### config.mk
export PLATFORM = sky130hd
export DESIGN_NAME = store_align_buffer
export DESIGN_NICKNAME = d
export VERILOG_FILES = /design/src/rtl/store_align_buffer_pkg.sv /design/src/rtl/store_lane_gen.sv /design/src/rtl/store_align_buffer.sv
export SDC_FILE = /design/constraint.sdc
export NUM_CORES = 1
export LEC_CHECK = 0
export CAP_MARGIN = 10
export CORE_ASPECT_RATIO = 0.75
export CORE_MARGIN = 3
export CORE_UTILIZATION = 45
export DETAILED_ROUTE_END_ITERATION = 10
export PLACE_DENSITY = 0.68
export SETUP_SLACK_MARGIN = 0.5
export SLEW_MARGIN = 10
export SYNTH_ARGS = -nofsm -noshare
export SYNTH_HDL_FRONTEND = slang
export SYNTH_HIERARCHICAL = 1
export SYNTH_SLANG_ARGS = --single-unit
### constraint.sdc
create_clock -name clk -period 4.45 [get_ports clk]
set_clock_uncertainty 0.1 [all_clocks]
set_input_delay 0.89 -clock clk [delete_from_list [all_inputs] [get_ports clk]]
set_output_delay 0.89 -clock clk [all_outputs]
set_load 0.1 [all_outputs]
### src/rtl/store_align_buffer_pkg.sv
// Shared definitions for the store-side path: access size encodings
// (also used by the load-side extender) and the buffered entry layout.
package store_align_buffer_pkg;

    // Access size encodings carried with every MEM-stage store or load.
    typedef enum logic [1:0] {
        SZ_BYTE = 2'b00,
        SZ_HALF = 2'b01,
        SZ_WORD = 2'b10,
        SZ_RSVD = 2'b11
    } st_size_e;

    // Entry field widths: word address (byte offset dropped), data, strobes.
    localparam int WADDR_W = 30;
    localparam int DATA_W  = 32;
    localparam int STRB_W  = 4;

    // One queued store, already lane-aligned and ready for the bridge.
    typedef struct packed {
        logic [WADDR_W-1:0] waddr;
        logic [DATA_W-1:0]  data;
        logic [STRB_W-1:0]  strb;
    } st_entry_t;

    // Halfword strobes select the upper or lower lane pair.
    function automatic logic [STRB_W-1:0] half_strb(input logic addr_bit1);
        return addr_bit1 ? 4'b1100 : 4'b0011;
    endfunction

endpackage

### src/rtl/store_lane_gen.sv
// Lane table for one store: replicates narrow data across the byte lanes,
// builds the byte strobes and flags misaligned or reserved-size accesses.
module store_lane_gen
    import store_align_buffer_pkg::*;
(
    input  logic [1:0]        i_addr_lo,
    input  logic [1:0]        i_size,
    input  logic [DATA_W-1:0] i_data,
    output logic [DATA_W-1:0] o_wdata,
    output logic [STRB_W-1:0] o_wstrb,
    output logic              o_misalign
);

    // Decode size and low address bits into lane data, strobes and error.
    always_comb begin
        // NOTE: every output gets a default before the case so no path leaves
        // it unassigned, which would otherwise infer a latch.
        o_wdata    = i_data;
        o_wstrb    = '0;
        o_misalign = 1'b0;
        case (st_size_e'(i_size))
            SZ_BYTE: begin
                o_wdata = {4{i_data[7:0]}};
                o_wstrb = 4'b0001 << i_addr_lo;
            end
            SZ_HALF: begin
                o_wdata    = {2{i_data[15:0]}};
                o_wstrb    = half_strb(i_addr_lo[1]);
                o_misalign = i_addr_lo[0];
            end
            SZ_WORD: begin
                o_wstrb    = 4'b1111;
                o_misalign = |i_addr_lo;
            end
            default: begin
                o_misalign = 1'b1;
            end
        endcase
    end

endmodule

### src/rtl/store_align_buffer.sv
// Store alignment buffer between MEM stage and the data-side AXI bridge.
// Aligns each store into lanes/strobes, rejects misaligned ones (AdES) and
// queues the rest in a small FIFO drained over a valid/ready handshake.
// Optional macro STORE_FWD_EN adds a load-address conflict check against
// all queued entries (ld_valid, ld_addr, ld_conflict).
module store_align_buffer
    import store_align_buffer_pkg::*;
#(
    parameter int DEPTH = 4,
    parameter int PTR_W = 2
) (
    input  logic        clk,
    input  logic        rst,
    input  logic        st_valid,
    output logic        st_ready,
    input  logic [31:0] st_addr,
    input  logic [31:0] st_data,
    input  logic [1:0]  st_size,
    output logic        st_err,
    output logic [31:0] st_badvaddr,
    output logic        wr_valid,
    input  logic        wr_ready,
    output logic [31:0] wr_addr,
    output logic [31:0] wr_data,
    output logic [3:0]  wr_strb,
    output logic        buf_empty
`ifdef STORE_FWD_EN
    ,
    input  logic        ld_valid,
    input  logic [31:0] ld_addr,
    output logic        ld_conflict
`endif
);

    localparam logic [PTR_W:0] FULL_CNT = (PTR_W+1)'(DEPTH);

    logic [PTR_W-1:0] r_wr_ptr;
    logic [PTR_W-1:0] r_rd_ptr;
    logic [PTR_W:0]   r_count;
    st_entry_t        r_mem [DEPTH];
    logic             r_st_err;
    logic [31:0]      r_badvaddr;

    logic [31:0]      w_wdata;
    logic [3:0]       w_wstrb;
    logic             w_misalign;
    logic             w_accept;
    logic             w_enq;
    logic             w_deq;
    st_entry_t        w_head;

    store_lane_gen u_lane_gen (
        .i_addr_lo  (st_addr[1:0]),
        .i_size     (st_size),
        .i_data     (st_data),
        .o_wdata    (w_wdata),
        .o_wstrb    (w_wstrb),
        .o_misalign (w_misalign)
    );

    // Full/empty come straight from the registered count; no bypass when full.
    assign st_ready  = (r_count != FULL_CNT);
    assign wr_valid  = (r_count != '0);
    assign buf_empty = (r_count == '0);

    assign w_accept = st_valid && st_ready;
    assign w_enq    = w_accept && !w_misalign;
    assign w_deq    = wr_valid && wr_ready;

    // Pointers wrap naturally because DEPTH is a power of two.
    always_ff @(posedge clk or posedge rst) begin
        // NOTE: sequential state uses non-blocking assignments so every
        // register samples pre-edge values, independent of statement order.
        if (rst) begin
            r_wr_ptr <= '0;
            r_rd_ptr <= '0;
            r_count  <= '0;
        end else begin
            if (w_enq) r_wr_ptr <= r_wr_ptr + 1'b1;
            if (w_deq) r_rd_ptr <= r_rd_ptr + 1'b1;
            case ({w_enq, w_deq})
                2'b10:   r_count <= r_count + 1'b1;
                2'b01:   r_count <= r_count - 1'b1;
                default: r_count <= r_count;
            endcase
        end
    end

    // Entry storage written at the tail on every good store.
    // NOTE: the storage array has no reset; an entry is only observable once
    // the count covers it, so clearing it would buy nothing.
    always_ff @(posedge clk) begin
        if (w_enq) begin
            r_mem[r_wr_ptr] <= '{waddr: st_addr[31:2], data: w_wdata, strb: w_wstrb};
        end
    end

    // One-cycle error pulse and sticky faulting address for BadVAddr.
    always_ff @(posedge clk or posedge rst) begin
        if (rst) begin
            r_st_err   <= 1'b0;
            r_badvaddr <= '0;
        end else begin
            r_st_err <= w_accept && w_misalign;
            if (w_accept && w_misalign) r_badvaddr <= st_addr;
        end
    end

    assign st_err      = r_st_err;
    assign st_badvaddr = r_badvaddr;

    // Head entry drives the bridge; it only moves when the head is taken.
    assign w_head  = r_mem[r_rd_ptr];
    assign wr_addr = {w_head.waddr, 2'b00};
    assign wr_data = w_head.data;
    assign wr_strb = w_head.strb;

`ifdef STORE_FWD_EN
    logic [DEPTH-1:0] w_entry_valid;

    // An entry is live when its distance from the head is below the count.
    always_comb begin
        w_entry_valid = '0;
        for (int i = 0; i < DEPTH; i++) begin
            w_entry_valid[i] = ({1'b0, PTR_W'(i) - r_rd_ptr} < r_count);
        end
    end

    // Word-granular match of the load against every live entry; the load's
    // byte offset is reused on the entry side so only bits [31:2] matter.
    always_comb begin
        ld_conflict = 1'b0;
        for (int i = 0; i < DEPTH; i++) begin
            if (w_entry_valid[i] && ({r_mem[i].waddr, ld_addr[1:0]} == ld_addr)) begin
                ld_conflict = 1'b1;
            end
        end
        ld_conflict = ld_conflict && ld_valid;
    end
`endif

endmodule

==> metrics.md, run 1 <==
| Metric | Value |
|---|---|
| Design area | `about 15000 µm²` |
| Core Region | `approximately 25000 µm²` |
| R2r setup slk | `just over 2000 ps` |
| Most frequent cells in the layout | `264 x edfxtp_1, 104 x clkdlybuf4s50_1, 66 x mux4_2` |
| CTS Hold Bufs | `0` |
| Post-synthesis sequential area ratio | `about three quarters` |
| Final-report setup violation count | `0` |
| Worst R2R End | `r_count[2]` |
| Largest area contributor in the netlist | `edfxtp_1` |
| Routed wire length | `roughly 24000 µm` |
| Die area | `around 28000 µm²` |
| Worst path arrival time | `~2700 ps` |
| Final nets | `around 800` |
| I/O Pins | `~170` |
| Fin. Hold Viols | `0` |
| CP startpoint kind | `flip-flop` |
| Minimum clock period | `approximately 3700 ps` |
| Max Transition Viols Final | `0` |
| Pre-antenna DRT Iters | `4` |
| Worst setup margin | `731 ps` |
| Post-synth top area share | `about 67%` |
| Pre-CTS WS | `approximately 990 ps` |
| Reg2reg start | `r_count[0]` |
| Maximum root-to-sink buffer count | `3` |
| Synth cell types | `32` |
| Worst Max-Slew Pin Slew | `approximately 1000 ps` |
| Status | `complete, no violations` |
| Yosys warns | `6` |
| Maxcap violations | `0` |
| Hold Crit Class | `flip-flop to flip-flop` |
| CP Capture Type | `primary output` |
| Wire per inst | `roughly 22 µm` |
| Vias in the first global route | `about 6300` |
| Required time worst endpoint | `3460 ps` |
| # diodes | `0` |
| Synthesized area per cell | `about 23 µm²` |
| Die width | `roughly 190 µm` |
| Starting Density | `46.7%` |
| Largest net degree at the start of global routing | `47` |
| Main synth FF type | `edfxtp_1` |
| Critical Path Sink | `wr_addr[2]` |
| Fin Setup TNS | `0 ps` |
| 1st-iter DRT viols | `around 360` |
| Synth area leaders | `edfxtp_1 67%, mux4_2 13%, dfrtp_1 8.4%` |
| Cell Area, Synth | `between 10000 and 15000 µm²` |
| Residual DRC count | `0` |
| Die height | `roughly 150 µm` |
| Placed cell count | `approximately 1000` |
| First-pass GRT wire length | `about 37000 µm` |
| Fmax | `269 MHz` |
| Post-synthesis async set-or-reset flop share | `13.2%` |
| Vias per cell | `approximately 5.3` |
| Commonest non-fill, non-tap cell in the layout | `edfxtp_1` |
| Routability Congestion | `0.724` |
| CTS tree | `done` |
| # fillers | `roughly 1800` |
| #FFs+latches synth | `about 300` |
| Crit path launch | `r_rd_ptr[0]` |
| Initial antenna violation count | `2` |
| Placed wire-length estimate | `14900 µm` |
| CP Max Fanout | `30` |
| Non-Filler Instances | `1061` |
| Root buffer cell | `clkbuf_16` |
| Area grow syn2layout | `23.2%` |
| Post-CTS setup repair buffer count | `0` |
| Placed Area | `13800 µm²` |
| GRT Total Usage | `~17%` |
| Final worst-path cycle share | `between 80 and 90%` |
| # clock sinks | `304` |
| PortBufs | `around 170` |
| Cell count after synthesis | `around 530` |
| Worst R2R Path Depth | `9` |
| ANT nets after route | `0` |
| CTS Buf Count | `28` |
| Critical path class | `flip-flop to primary output` |
| Ratio of cells with drive above 1 in the final layout | `~31%` |
| Post-CTS sizing | `26` |
| Site Rows | `50` |
| Worst Min Path Start | `st_badvaddr[12]` |
| Overflow after GRT | `0` |
| Worst slew margin | `30.7%` |
| Worst-path clk slew | `~60 ps` |
| Detailed-route via count | `~5600` |
| Insertion delay to the later sink of the worst-skew pair | `between 500 and 600 ps` |
| Number of H-tree levels | `1` |
| RSZ-0062 raised after global routing | `false` |
| EDFF count, synth | `264` |
-- synthesized netlist by cell type, types with 5 or more instances --
| library cell | count |
|---|---|
| edfxtp_1 | 264 |
| mux4_2 | 66 |
| dfrtp_1 | 40 |
| mux2_4 | 36 |
| mux2_2 | 13 |
| buf_4 | 11 |
| mux2i_1 | 11 |
| buf_2 | 9 |
| inv_1 | 9 |
| nand2_1 | 9 |
| o21ai_0 | 8 |
| a21oi_1 | 5 |
| buf_1 | 5 |
| ha_1 | 5 |
-- sequential cells by signal, summed over array words and instances, names as in the netlist --
register	cells
r_wr_ptr	2
r_rd_ptr	2
st_err	1
st_badvaddr	32
r_mem	264
r_count	3
-- stage by stage --
stage | utilization, % | hold slack, ps
floorplan | - | 369
global placement | 54.1 | 384
detailed placement | 54.1 | 397
CTS | 57.5 | 415
global route | 57.5 | 433
finish | 57.5 | 415
-- area by class of cell --
class | count | area (µm²) | area share (%)
inverter | 9 | 33.8 | 0.231
multi-input combinational | 178 | 2660 | 18.2
timing repair buffer | 180 | 1690 | 11.6
clock buffer | 44 | 863 | 5.89
sequential | 304 | 8940 | 61.0
tap | 338 | 423 | 2.89
clock inverter | 8 | 38.8 | 0.265
-- cells by family (layout without fill, tap and decap cells) --
logic type / Yosys count / in the layout / share of synthesized area, %
AO/OA/AOI/OAI: 16 / 16 / 0.716
flip-flops: 304 / 304 / 75.1
XOR/XNOR: 6 / 6 / 0.442
adder cells (fa/ha/maj): 6 / 6 / 0.695
multiplexers: 126 / 126 / 19.2
other: 1 / 2 / 0.0315
AND/OR/NAND/NOR: 22 / 22 / 1.16
buffers and inverters: 45 / 241 / 2.66
-- critical path, cell delays in order (launching register included) --
cell	delay [ps]
dfrtp_4	850
buf_6	440
mux4_2	610
buf_4	260
-- layer usage --
metal	share of wire (%)	vias to the layer above	global-route usage (%)	routed length [µm]
met5	0.11	-	0	25
met4	1.7	4	3.32	415
met3	6.9	41	4.47	1630
met2	46	180	25.7	10900
met1	46	2945	25.1	10800
li1	-	2468	-	-
-- how the worst min path moves through the flow --
stage / depth (start not counted) / slack [ps] / to
2_1_floorplan: 1 / 370 / r_count[2]
3_3_place_gp: 1 / 380 / r_count[2]
3_5_place_dp: 1 / 400 / st_badvaddr[19]
4_1_cts: 1 / 420 / st_badvaddr[19]
5_1_grt: 1 / 430 / st_badvaddr[14]
6_report: 1 / 420 / st_badvaddr[12]
Power of run 1 is not shown: default switching activity piles up to over one toggle a cycle in this logic, so the estimate is an artifact.
==> run 2, diff against run 1 <==
==> constraint.sdc (replaced) <==
create_clock -name clk -period 3.8 [get_ports clk]
set_clock_uncertainty 0.1 [all_clocks]
set_input_delay 0.76 -clock clk [delete_from_list [all_inputs] [get_ports clk]]
set_output_delay 0.76 -clock clk [all_outputs]
set_load 0.1 [all_outputs]
==> run 2 against run 1 <==
Effect of this change: via count increased by 2.0%; die area unchanged; wire length grew 4.1%; critical path depth unchanged; count of clock-buffer cells in the layout fell by 11; utilization grew 0.40 points; flip-flop and latch count is the same; critical path type unchanged; largest cell class unchanged.
==> metrics.md, run 2 (same netlist as run 1, synthesis figures left out) <==
| Metric | Value |
|---|---|
| Maximum root-to-sink buffer count | `3 (unchanged)` |
| First-pass GRT wire length | `38100 µm (+2.2%)` |
| Most frequent cells in the layout | `264 x edfxtp_1, 101 x clkdlybuf4s50_1, 80 x buf_4` |
| Placed Area | `13800 µm² (+0.16%)` |
| Met2 usage | `27.2% (+1.5 points)` |
| Maxcap violations | `0 (unchanged)` |
| Design area | `14800 µm² (+0.70%)` |
| Gr busiest metal | `met2` |
| Die width | `194 µm (unchanged)` |
| Worst-path clk slew | `60 ps (about the same)` |
| Met1 Usage GRT | `25.4% (+0.38 points)` |
| Core Region | `25500 µm² (unchanged)` |
| R2r setup slk | `1340 ps (-710 ps)` |
| CP Capture Type | `primary output` |
| Root buffer cell | `clkbuf_16` |
| Status | `complete, no violations` |
| Commonest non-fill, non-tap cell in the layout | `edfxtp_1` |
| Detailed-route via count | `5750 (+2.0%)` |
| Residual DRC count | `0 (unchanged)` |
| Worst R2R Path Depth | `9 (unchanged)` |
| Fin. Hold Viols | `0 (unchanged)` |
| CTS Hold Bufs | `0 (unchanged)` |
| I/O Pins | `174 (unchanged)` |
| Area grow syn2layout | `24.1%` |
| 1st-iter DRT viols | `365 (+2.0%)` |
| Reg2reg start | `r_count[1]` |
| Minimum clock period | `3100 ps` |
| Final nets | `791 (+1.8%)` |
| Worst slew margin | `33.9% (+3.2 points)` |
| Most flop-heavy register | `r_mem` |
| Die area | `28400 µm² (unchanged)` |
| CP startpoint kind | `flip-flop` |
| # diodes | `0 (unchanged)` |
| Pre-CTS WS | `540 ps (-447 ps)` |
| Hold Crit Class | `flip-flop to flip-flop` |
| # clock sinks | `304 (unchanged)` |
| CP Max Fanout | `44 (+47%)` |
| Site Rows | `50 (unchanged)` |
| Initial antenna violation count | `1 (-1)` |
| Vias per cell | `5.35 (+0.66%)` |
| Pre-antenna DRT Iters | `7 (+3)` |
| Fin Setup TNS | `0 ps (unchanged)` |
| Final-report setup violation count | `0 (unchanged)` |
| Final worst-path cycle share | `~82%` |
| Wire per inst | `23.0 µm (+2.7%)` |
| Starting Density | `46.7% (unchanged)` |
| Critical Path Sink | `wr_data[8]` |
| Routed wire length | `24700 µm (+4.1%)` |
| RSZ-0062 raised after global routing | `false` |
| CTS Buf Count | `29 (+3.6%)` |
| Overflow after GRT | `0 (unchanged)` |
| Number of H-tree levels | `1 (unchanged)` |
| Worst R2R End | `r_count[2]` |
| Placed wire-length estimate | `15900 µm (+6.4%)` |
| Worst Max-Slew Pin Slew | `988 ps (-47.7 ps)` |
| Die height | `147 µm (unchanged)` |
| Routability Congestion | `0.743 (+2.7%)` |
| Ratio of cells with drive above 1 in the final layout | `35.8% (+5.1 points)` |
| Vias in the first global route | `6237 (-0.21%)` |
| PortBufs | `171 (unchanged)` |
| Max Transition Viols Final | `0 (unchanged)` |
| Crit path launch | `r_rd_ptr[1]` |
| Critical path class | `flip-flop to primary output` |
| Global Route met3 Usage | `3.55% (-0.92 points)` |
| Hold slack final | `411 ps (-4.38 ps)` |
| Required time worst endpoint | `2940 ps (-520 ps)` |
| Fmax | `around 320 MHz` |
| Worst path arrival time | `2240 ps (-490 ps)` |
| ANT nets after route | `0 (unchanged)` |
| Worst setup margin | `696 ps (-35.6 ps)` |
| Largest net degree at the start of global routing | `45 (-4.3%)` |
| CTS tree | `done` |
| Max FFs per register | `264 (unchanged)` |
| GRT Total Usage | `17.3% (+0.46 points)` |
| Insertion delay to the later sink of the worst-skew pair | `540 ps (about the same)` |
==> run 2: how the worst min path moves through the flow <==
stage,to,startpoint,depth (start not counted)
floorplan,r_count[2],r_count[2],1
global placement,r_count[2],r_count[2],1
detailed placement,st_badvaddr[11],st_badvaddr[11],1
CTS,r_count[2],r_count[2],1
global route,st_badvaddr[19],st_badvaddr[19],1
finish,r_count[2],r_count[2],1
==> run 2: critical path: stages, from the launching register on <==
cell and delay (ps):
dfrtp_4 680, buf_12 310, mux4_2 400, buf_4 260
==> run 2: through the flow <==
step,util (%),cells
2_1_floorplan,-,527
3_3_place_gp,54.2,1014
3_5_place_dp,54.2,1014
4_1_cts,57.7,1068
5_1_grt,57.9,1075
6_report,57.9,1075
==> run 2: area by class of cell <==
class                           count  area, µm²
Tap cell                          338        423
Inverter                            9       33.8
Fill cell                        1852      10700
Timing Repair Buffer              193       1830
Multi-Input combinational cell    178       2660
Clock buffer                       33        751
Clock inverter                     20        123
Sequential cell                   304       8940
==> run 2: timing repair <==
action	CTS	global route
pin swaps	0	0
endpoints found under the setup margin	47	14
cloned	0	0
gates resized for setup	1	1
setup buffers	1	7
==> run 2: layer usage <==
| layer | share of wire [%] | wire, µm |
|---|---|---|
| met5 | 0.049 | 12 |
| met4 | 1.9 | 474 |
| met3 | 5.8 | 1430 |
| met2 | 47 | 11700 |
| met1 | 45 | 11100 |
Power of run 2 is left out for the same reason.
==> run 3, diff against run 2 <==
==> constraint.sdc (replaced) <==
create_clock -name clk -period 3.1 [get_ports clk]
set_clock_uncertainty 0.1 [all_clocks]
set_input_delay 0.62 -clock clk [delete_from_list [all_inputs] [get_ports clk]]
set_output_delay 0.62 -clock clk [all_outputs]
set_load 0.1 [all_outputs]
==> run 3 against run 2 <==
Effect of this change: flip-flop and latch count unchanged; final cell count up 1.5%; sequential share of layout area down 3.7 points; largest cell class unchanged.
==> metrics.md, run 3 (same netlist as run 1, synthesis figures left out) <==
| Metric | Value |
|---|---|
| Status | `complete, no violations` |
| Root buffer cell | `clkbuf_16` |
| Final worst-path cycle share | `about nine tenths` |
| Worst-path clk slew | `60 ps (about the same)` |
| Fmax | `354 MHz` |
| Maximum root-to-sink buffer count | `3 (unchanged)` |
| GRT Total Usage | `17.6% (+0.30 points)` |
| Maxcap violations | `0 (unchanged)` |
| CTS tree | `done` |
| Most common cell on crit path | `buf_12` |
| Worst Max-Slew Pin Slew | `770 ps (-218 ps)` |
| Worst setup margin | `276 ps (-420 ps)` |
| Number of H-tree levels | `1 (unchanged)` |
| Area grow syn2layout | `32.2%` |
| CP startpoint kind | `flip-flop` |
| Placed cell count | `1021 (+0.69%)` |
| Site Rows | `50 (unchanged)` |
| Minimum clock period | `between 2000 and 3000 ps` |
| Register area | `8940 µm² (unchanged)` |
| # fillers | `1733 (-6.4%)` |
| CTS Buf Count | `29 (unchanged)` |
| Placed wire-length estimate | `15600 µm (-2.0%)` |
| Residual DRC count | `0 (unchanged)` |
| Crit-path cells | `buf_6 > buf_12 > buf_16 > mux4_2 > buf_12` |
| Vias in the first global route | `6206 (-0.50%)` |
| Worst path arrival time | `2100 ps (-140 ps)` |
| Wire per inst | `23.3 µm (+1.1%)` |
| Die area | `28400 µm² (unchanged)` |
| Hold slack final | `411 ps (+0.625 ps)` |
| Vias per cell | `5.34 (-0.15%)` |
| Hold Crit Class | `flip-flop to flip-flop` |
| Fin. Hold Viols | `0 (unchanged)` |
| Crit path max-delay family | `buffers and inverters` |
| Max FFs per register | `264 (unchanged)` |
| Final-report setup violation count | `0 (unchanged)` |
| Non-Filler Instances | `1091 (+1.5%)` |
| Critical path class | `flip-flop to primary output` |
| Fin Setup TNS | `0 ps (unchanged)` |
| Routed wire length | `25400 µm (+2.6%)` |
| ANT nets after route | `0 (unchanged)` |
| CP Max Fanout | `6 (-86%)` |
| I/O Pins | `174 (unchanged)` |
| PortBufs | `171 (unchanged)` |
| Max Transition Viols Final | `0 (unchanged)` |
| Core Region | `25500 µm² (unchanged)` |
| Die width | `194 µm (unchanged)` |
| Bufs and invs on worst path | `4 (+2)` |
| First-pass GRT wire length | `38600 µm (+1.5%)` |
| Overflow after GRT | `0 (unchanged)` |
| Crit-path max cell delay | `510 ps (-170 ps)` |
| Routability Congestion | `0.757 (+1.9%)` |
| Initial antenna violation count | `3 (+2)` |
| Die height | `147 µm (unchanged)` |
| RSZ-0062 raised after global routing | `true` |
| 1st-iter DRT viols | `366 (+0.27%)` |
| Worst path slowest cell | `dfrtp_4` |
| Commonest non-fill, non-tap cell in the layout | `edfxtp_1` |
| Final nets | `806 (+1.9%)` |
| Largest net degree at the start of global routing | `39 (-13%)` |
| Most flop-heavy register | `r_mem` |
| Detailed-route via count | `5827 (+1.3%)` |
| Pre-antenna DRT Iters | `4 (-3)` |
| CP Capture Type | `primary output` |
| Area of the multi-input gates | `2660 µm² (unchanged)` |
| Pre-CTS WS | `163 ps (-377 ps)` |
| Worst slew margin | `48.6% (+15 points)` |
| Most frequent cells in the layout | `264 x edfxtp_1, 68 x clkdlybuf4s50_1, 66 x mux4_2` |
| # clock sinks | `304 (unchanged)` |
| Insertion delay to the later sink of the worst-skew pair | `540 ps (about the same)` |
| Starting Density | `46.7% (unchanged)` |
| Ratio of cells with drive above 1 in the final layout | `42.3% (+6.5 points)` |
| Required time worst endpoint | `2380 ps (-560 ps)` |
==> run 3: worst paths after layout <==
path / startpoint / end / slack [ps] / cells past startpoint
worst min-delay path: st_badvaddr[21] / st_badvaddr[21] / 410 / 1
max in group asynchronous: rst / st_badvaddr[9] / 1810 / 3
worst min register to register: st_badvaddr[21] / st_badvaddr[21] / 410 / 1
worst max register to register: r_count[0] / r_count[2] / 660 / 9
worst max-delay path: r_rd_ptr[0] / wr_data[17] / 280 / 5
min in group asynchronous: rst / st_badvaddr[16] / 460 / 2
==> run 3: layout make-up <==
class / instances / share of cell area [%]
clock buffer: 40 / 5.45
clock inverter: 13 / 0.430
inverter: 9 / 0.215
antenna: 1 / 0.0159
timing repair buffer: 208 / 17.5
tap: 338 / 2.69
sequential: 304 / 56.8
multi-input combinational: 178 / 16.9
==> run 3: stage by stage <==
stage,instance area (µm²),utilization (%)
finish,15700,61.7
global route,15700,61.7
CTS,15600,61.3
detailed placement,14300,56.1
global placement,14300,56.1
floorplan,11900,-
==> run 3: repair_timing <==
action	4_1_cts	5_1_grt
hold buffers	0	0
endpoints found under the hold margin	0	0
gates resized for setup	42	7
buffers inserted	9	0
gates cloned	4	3
setup endpoints to repair	67	66
==> run 3: layer usage <==
| metal | up-vias | track usage [%] | part of all wire, % |
|---|---|---|---|
| met5 | - | 0 | 0.11 |
| met3 | 30 | 4.13 | 7.1 |
| met4 | 4 | 3.51 | 1.6 |
| met1 | 3054 | 25.7 | 45 |
| met2 | 202 | 27.8 | 46 |
| li1 | 2537 | - | - |
Power of run 3 is left out for the same reason.
